===== config.mk =====
export PLATFORM = sky130hd
export DESIGN_NAME = ppi_strobed_port
export DESIGN_NICKNAME = d
export VERILOG_FILES = /design/src/rtl/ppi_strobed_port.sv
export SDC_FILE = /design/constraint.sdc
export NUM_CORES = 1
export LEC_CHECK = 0
export CORE_ASPECT_RATIO = 0.9
export CORE_UTILIZATION = 54
export DETAILED_ROUTE_END_ITERATION = 8
export DONT_BUFFER_PORTS = 1
export MAX_ROUTING_LAYER = met4
export PLACE_DENSITY = 0.75
export SLEW_MARGIN = 40
export SYNTH_ARGS = -nofsm -noshare
export SYNTH_HDL_FRONTEND = slang
export SYNTH_HIERARCHICAL = 1
export SYNTH_SLANG_ARGS = --single-unit

===== constraint.sdc =====
create_clock -name clk -period 1.6 [get_ports clk]
set_input_delay 0.48 -clock clk [delete_from_list [all_inputs] [get_ports clk]]
set_output_delay 0.48 -clock clk [all_outputs]
set_load 0.01 [all_outputs]

===== src/rtl/ppi_strobed_port.sv =====
// Mode-1 strobed handshake port: STB/IBF input side and OBF/ACK output side,
// with synchronized peripheral strobes and a sticky overrun flag.

module ppi_sync_edge #(
   parameter int STAGES = 2
) (
   input  logic clk,
   input  logic rst_n,
   input  logic pin_i,
   output logic fall_o,
   output logic rise_o
);
   logic [STAGES-1:0] sync_q;
   logic              prev_q;

   // Reset to 1 so a pin already low after reset yields one fall detection.
   always_ff @(posedge clk or negedge rst_n) begin
      if (!rst_n) begin
         sync_q <= '1;
         prev_q <= 1'b1;
      end else begin
         sync_q <= {sync_q[STAGES-2:0], pin_i};
         prev_q <= sync_q[STAGES-1];
      end
   end

   assign fall_o = prev_q & ~sync_q[STAGES-1];
   assign rise_o = ~prev_q & sync_q[STAGES-1];
endmodule

module ppi_strobed_port #(
   parameter int WIDTH       = 8,
   parameter int SYNC_STAGES = 2
) (
   input  logic             clk,
   input  logic             rst_n,
   input  logic             mode,
   input  logic             enable,
   input  logic             cpu_rd,
   input  logic             cpu_wr,
   input  logic [WIDTH-1:0] cpu_din,
   output logic [WIDTH-1:0] databus_out,
   output logic             databus_oe,
   input  logic [WIDTH-1:0] port_in,
   output logic [WIDTH-1:0] port_out,
   output logic             port_oe,
   input  logic             stb_n,
   output logic             ibf,
   input  logic             ack_n,
   output logic             obf_n,
   input  logic             inte,
   output logic             intr,
   output logic             overrun
);
   typedef enum logic {EMPTY = 1'b0, FULL = 1'b1} hs_state_e;

   hs_state_e        in_st_q, out_st_q;
   logic             mode_q, intr_q, ovr_q, obf_n_q;
   logic [WIDTH-1:0] in_lat_q, out_lat_q;
   logic             stb_fall, stb_rise, ack_fall, ack_rise;
   logic             rd_en, wr_en, mode_chg;

   ppi_sync_edge #(.STAGES(SYNC_STAGES)) u_stb_sync (
      .clk(clk), .rst_n(rst_n), .pin_i(stb_n), .fall_o(stb_fall), .rise_o(stb_rise)
   );
   ppi_sync_edge #(.STAGES(SYNC_STAGES)) u_ack_sync (
      .clk(clk), .rst_n(rst_n), .pin_i(ack_n), .fall_o(ack_fall), .rise_o(ack_rise)
   );

   assign rd_en    = enable & mode & cpu_rd;
   assign wr_en    = enable & ~mode & cpu_wr;
   assign mode_chg = mode ^ mode_q;

   always_ff @(posedge clk or negedge rst_n) begin
      if (!rst_n) begin
         in_st_q   <= EMPTY;
         out_st_q  <= EMPTY;
         mode_q    <= 1'b0;
         intr_q    <= 1'b0;
         ovr_q     <= 1'b0;
         obf_n_q   <= 1'b1;
         in_lat_q  <= '0;
         out_lat_q <= '0;
      end else begin
         mode_q <= mode;
         if (mode_chg) begin
            in_st_q  <= EMPTY;
            out_st_q <= EMPTY;
            obf_n_q  <= 1'b1;
            intr_q   <= 1'b0;
            ovr_q    <= 1'b0;
         end else if (mode) begin
            // A read completes with the old byte; a coincident strobe refills it.
            if (rd_en) begin
               intr_q <= 1'b0;
               ovr_q  <= 1'b0;
               if (stb_fall) begin
                  in_lat_q <= port_in;
                  in_st_q  <= FULL;
               end else begin
                  in_st_q <= EMPTY;
               end
            end else if (in_st_q == EMPTY) begin
               if (stb_fall) begin
                  in_lat_q <= port_in;
                  in_st_q  <= FULL;
               end
            end else if (stb_fall) begin
               ovr_q <= 1'b1;
            end else if (stb_rise) begin
               intr_q <= inte;
            end
         end else begin
            if (wr_en) begin
               out_lat_q <= cpu_din;
               obf_n_q   <= 1'b0;
               intr_q    <= 1'b0;
               out_st_q  <= FULL;
            end else if (out_st_q == FULL) begin
               if (ack_fall) begin
                  obf_n_q  <= 1'b1;
                  out_st_q <= EMPTY;
               end
            end else if (ack_rise) begin
               intr_q <= inte;
            end
         end
         if (!inte) intr_q <= 1'b0;
      end
   end

   // Enables are gated by reset so the pads release while rst_n is low.
   assign databus_oe  = rst_n & rd_en;
   assign port_oe     = rst_n & enable & ~mode;
   assign databus_out = in_lat_q;
   assign port_out    = out_lat_q;
   assign ibf         = (in_st_q == FULL);
   assign obf_n       = obf_n_q;
   assign intr        = intr_q;
   assign overrun     = ovr_q;
endmodule

# Word level (Yosys, flattened, before mapping)
# Index checks and enable logic that the tools add are counted.
# word_totals
regBits,28
inputBits,25
output_inout_bits,22
wordCells,80
# op_classes
n_reduce_logical,10
mux,33
bitwise,18
eq_ne,7
# op_table
operator,count
two-way mux 1 bit,30
two-way mux 8 bit,3
"!= test 5 x 2 -> 1 bit, second input constant",3
AND reduction 3 bit,4
nonzero test 3 bit,4
bitwise AND 1 bit,11
"!= test 5 x 3 -> 1 bit, second input constant",2
NOT 1 bit,6
AND reduction 5 bit,1
"!= test 2 x 1 -> 1 bit, second input constant",2
nonzero test 2 bit,1
bitwise XOR 1 bit,1

# Logic depth before layout (Yosys ltp)
# Gate-level depths: netlist (run 1).
# depth
ltp_word,9
mapped_depth,6

# Hierarchy
# The synthesis (run 1) kept the hierarchy.
# by_module_without_submodules
module,n_inst,area_each_um2,cells_per_inst,seq_area_each_um2
ppi_strobed_port,1,957.2,73,551.8
ppi_sync_edge,2,93.8,5,78.8

# Worst setup path before layout (run 1)
# No wires, ideal clock.
# synth_timing
kind,input -> register
startpoint,input mode
endpoint,"register out_lat_q[0], in the netlist port_out[0]"
path_buffers,1
path_slack_ns,-0.227
arrival_time_ns,1.703
t_required_ns,1.475
path_stages,5
path_cell_list,inv_1 ha_1 and4bb_2 buf_2 mux2_2
# synth_via
elab_chain_cells,4
# synth_lines
item,line,rtl
start: declaration,37,"input logic mode,"
NOT 1 bit (no line),n/a,
bitwise AND 1 bit (2 in a row),71,assign wr_en = enable & ~mode & cpu_wr;
AND reduction 3 bit (no line) (*),n/a,
end signal: assignment,115,out_lat_q <= cpu_din;
end: declaration,59,"logic [WIDTH-1:0] in_lat_q, out_lat_q;"
# Every way passes the cells marked *; elsewhere a longest branch is shown, timed or not.
# A chain may end at the register's enable or synchronous reset.

# Worst setup path in the final report (run 1)
# layout_timing
startpoint,register u_stb_sync.prev_q
endpoint,"register in_lat_q[0], in the netlist databus_out[0]"
# layout_via
elab_chain_cells,4
# layout_lines
item,line,rtl
start: declaration,14,logic prev_q;
start signal: assignment,23,prev_q <= sync_q[STAGES-1];
bitwise AND 1 bit (*),27,assign fall_o = prev_q & ~sync_q[STAGES-1];
net stb_fall,60,"logic stb_fall, stb_rise, ack_fall, ack_rise;"
two-way mux 8 bit (*),n/a,
two-way mux 8 bit,n/a,
two-way mux 8 bit (*),n/a,
end signal: assignment,98,in_lat_q <= port_in;
end signal: assignment,105,in_lat_q <= port_in;
end: declaration,59,
# The timed path passes the listed nets; every way through them passes the cells marked *. The select of a mux whose other input is x is not followed.

==> out/results.ini, run 1 <==
[layout]
multiInputGateArea_um2 = 435
drive_gt1_frac = 0.440
utilization = 0.674
stdcell_area_um2 = 1320
nFillCells = 157
layout.area.seq_um2 = 709
antenna_cells = 0
nNetsFinal = 119
syn2layout_area_growth_pct = 15.0
fin_cells = 116

[clock_tree]
clk_latency_ns = 0.32
htreeDepth = 1
cts_buffer_depth = 2
clock-root-buffer = clkbuf_4
numCtsBuffers = 3
cts_setup_buffers = 0
path_clk_slew_ns = 0.14
cts_tree = done
cts_sinks = 28

[yosys]
synth_edf_count = 0
netlist_top_cells_area = dfrtp_1 46%, dfstp_2 16%, mux2_2 16%, ha_1 2.2%, nor2b_1 2.2%
yosysSeqAreaShare = 0.620
yosys-top-cells-count = 21 x dfrtp_1, 16 x mux2_2, 7 x dfstp_2, 6 x inv_1
yosys_warnings = 6
synth_ff_type = dfrtp_1
synth_cell_types = 23
synth_top_area_cell = dfrtp_1
syn-instance-count = 83
synth_seq_cells = 28
yosysTopAreaCellShare = 0.459
yosysMostFrequentCell = dfrtp_1
syn_area_per_cell_um2 = 13.8
syn-num-nets = 110
synthArstFlopShare = 1.00
netlist_area_um2 = 1140

[place]
hpwl_mm = 1.39
post-place-cells = 110
portBuffers = 0
place_congestion = 0.780
placed_cell_area_um2 = 1220
pre_cts_ws_ns = -0.0984

[global_routing]
antenna_found_initial = 0
grt_max_degree = 29
grt_first_pass_wirelength_mm = 3.04
grtUsageTotal = 0.191
grt_pass1_vias = 715
grt_remaining_overflow = 0

[route]
viasPerCell = 5.68
drt_wl_total_mm = 1.98
first_pass_iters = 4
wl_per_cell_um = 17.1
dr_total_vias = 659
drt_iter0_drc = 5
drc_errors = 0
antenna_left = 0

[floorplan]
start_util = 0.587
die_area_um2 = 2310
die_y_um = 45.7
rows = 15
io-pin-count = 47
dieWidth_um = 50.5
design.core.area_um2 = 1950

[critical_path]
critPathCaptureType = flip-flop
r2r_start = u_stb_sync/prev_q
critical_path.top_delay_family = flip-flops
cp_num_buf_inv = 1
slowest_stage = dfstp_2
critPathMaxStageDelay_ns = 0.56
path_max_fanout = 8
startpoint_type = flip-flop
r2r_end = databus_out[0]
crit_required_ns = 1.83
r2r_setup_slack_ns = 0.04
worstPathArrival_ns = 1.79
reg2regPathDepth = 5
critPathKind = flip-flop to flip-flop
cp_cell_sequence = nor2b_4, nand2_2, a211oi_4, buf_12, mux2_2

[min_path]
hp-start = stb_n
min_path_type = input pin to flip-flop
hold_end = u_stb_sync/sync_q[0]
holdPathStages = 0

[timing]
worst_pin_slew_ns = 0.355
timing.slew.headroom = 0.757
report.final.slew_viol_count = 0
rsz0062_at_grt = yes
finalSetupTns_ns = 0
fin_crit_sh = 0.974
period_needed_ns = 1.56
hold_viol = 0
holdWs_ns = 0.132
fmax_mhz = 642
setup_slack_ns = 0.0417
clock_skew_ns = 0.00146
setup_viol = 0

[power]
p_leak_nw = 0.570
p_per_area_nw_per_um2 = 1270
ir_worst_vdd_mv = 0.949
finalPower_mw = 1.67

[run_status]
status = completed

[flow_run]
drv_cap = 0

==> flip-flops by register name, summed over array words and instances (netlist names) <==
name	count
u_ack_sync/sync_q	2
port_out	8
overrun	1
ibf	1
mode_q	1
u_stb_sync/sync_q	2
u_stb_sync/prev_q	1
u_ack_sync/prev_q	1
databus_out	8
intr	1
obf_n	1
out_st_q	1
==> timing repair <==
item / in CTS / in global routing
endpoints found under the setup margin: 16 / 16
gates cloned: 0 / 0
hold endpoints to repair: 28 / 0
resized for setup: 2 / 3
hold buffers: 2 / 0
==> how the worst max path moves through the flow <==
stage	start	endpoint	slack, ns	cells past startpoint
4_1_cts	u_stb_sync/prev_q	databus_out[1]	0.0008	5
6_report	u_stb_sync/prev_q	databus_out[0]	0.04	5
3_5_place_dp	mode	port_out[4]	-0.1	4
5_1_grt	u_stb_sync/prev_q	databus_out[7]	-0.002	5
2_1_floorplan	mode	port_out[0]	-0.00007	5
3_3_place_gp	mode	port_out[3]	-0.07	4
==> power by group <==
group	internal (mW)	total (mW)	leakage, nW	switching, mW
Combinational	0.137	0.213	0.210	0.0763
Clock	0.253	0.454	0.0279	0.200
Sequential	0.850	1.01	0.332	0.155
Total	1.24	1.67	0.570	0.432
==> layer usage <==
| layer | up-vias | wire, µm | track usage |
|---|---|---|---|
| li1 | 305 | - | - |
| met1 | 327 | 873 | 0.219 |
| met2 | 27 | 989 | 0.333 |
| met3 | 0 | 115 | 0.0667 |
| met4 | 0 | 0 | 0.0333 |
| met5 | - | 0 | - |
==> cell usage in the layout, fill, tap and decap left out, drive strengths merged, types with 3 or more instances in the layout <==
cell,count
buf,4
nor2b,4
inv,6
dfstp,7
nand2,3
dfrtp,21
mux2,16
clkbuf,3
a21oi,4
o21ai,3
nor2,4
==> logic make-up (layout without fill, tap and decap cells) <==
family,count (synthesis),in the layout,synth area share
buffers and inverters,7,15,0.0240
flip-flops,28,28,0.620
multiplexers,17,17,0.166
AND/OR/NAND/NOR,18,18,0.0973
AO/OA/AOI/OAI,11,11,0.0710
adder cells (fa/ha/maj),2,2,0.0219
==> area by class of cell <==
cell class              instances  area share
flip-flops and latches         28       0.539
multi-input cells              48       0.331
repair buffers                  5      0.0494
well taps                      25      0.0238
clock inverters                 1      0.0228
clock buffers                   3      0.0171
inverters                       6      0.0171
No activity file was read; power rests on OpenSTA's default activity.
==> inputs of run 2 (changes only) <==
- CAP_MARGIN: not set -> 0
==> results of run 2 <==
Final layout, timing and power as in run 1 (identical DEF).
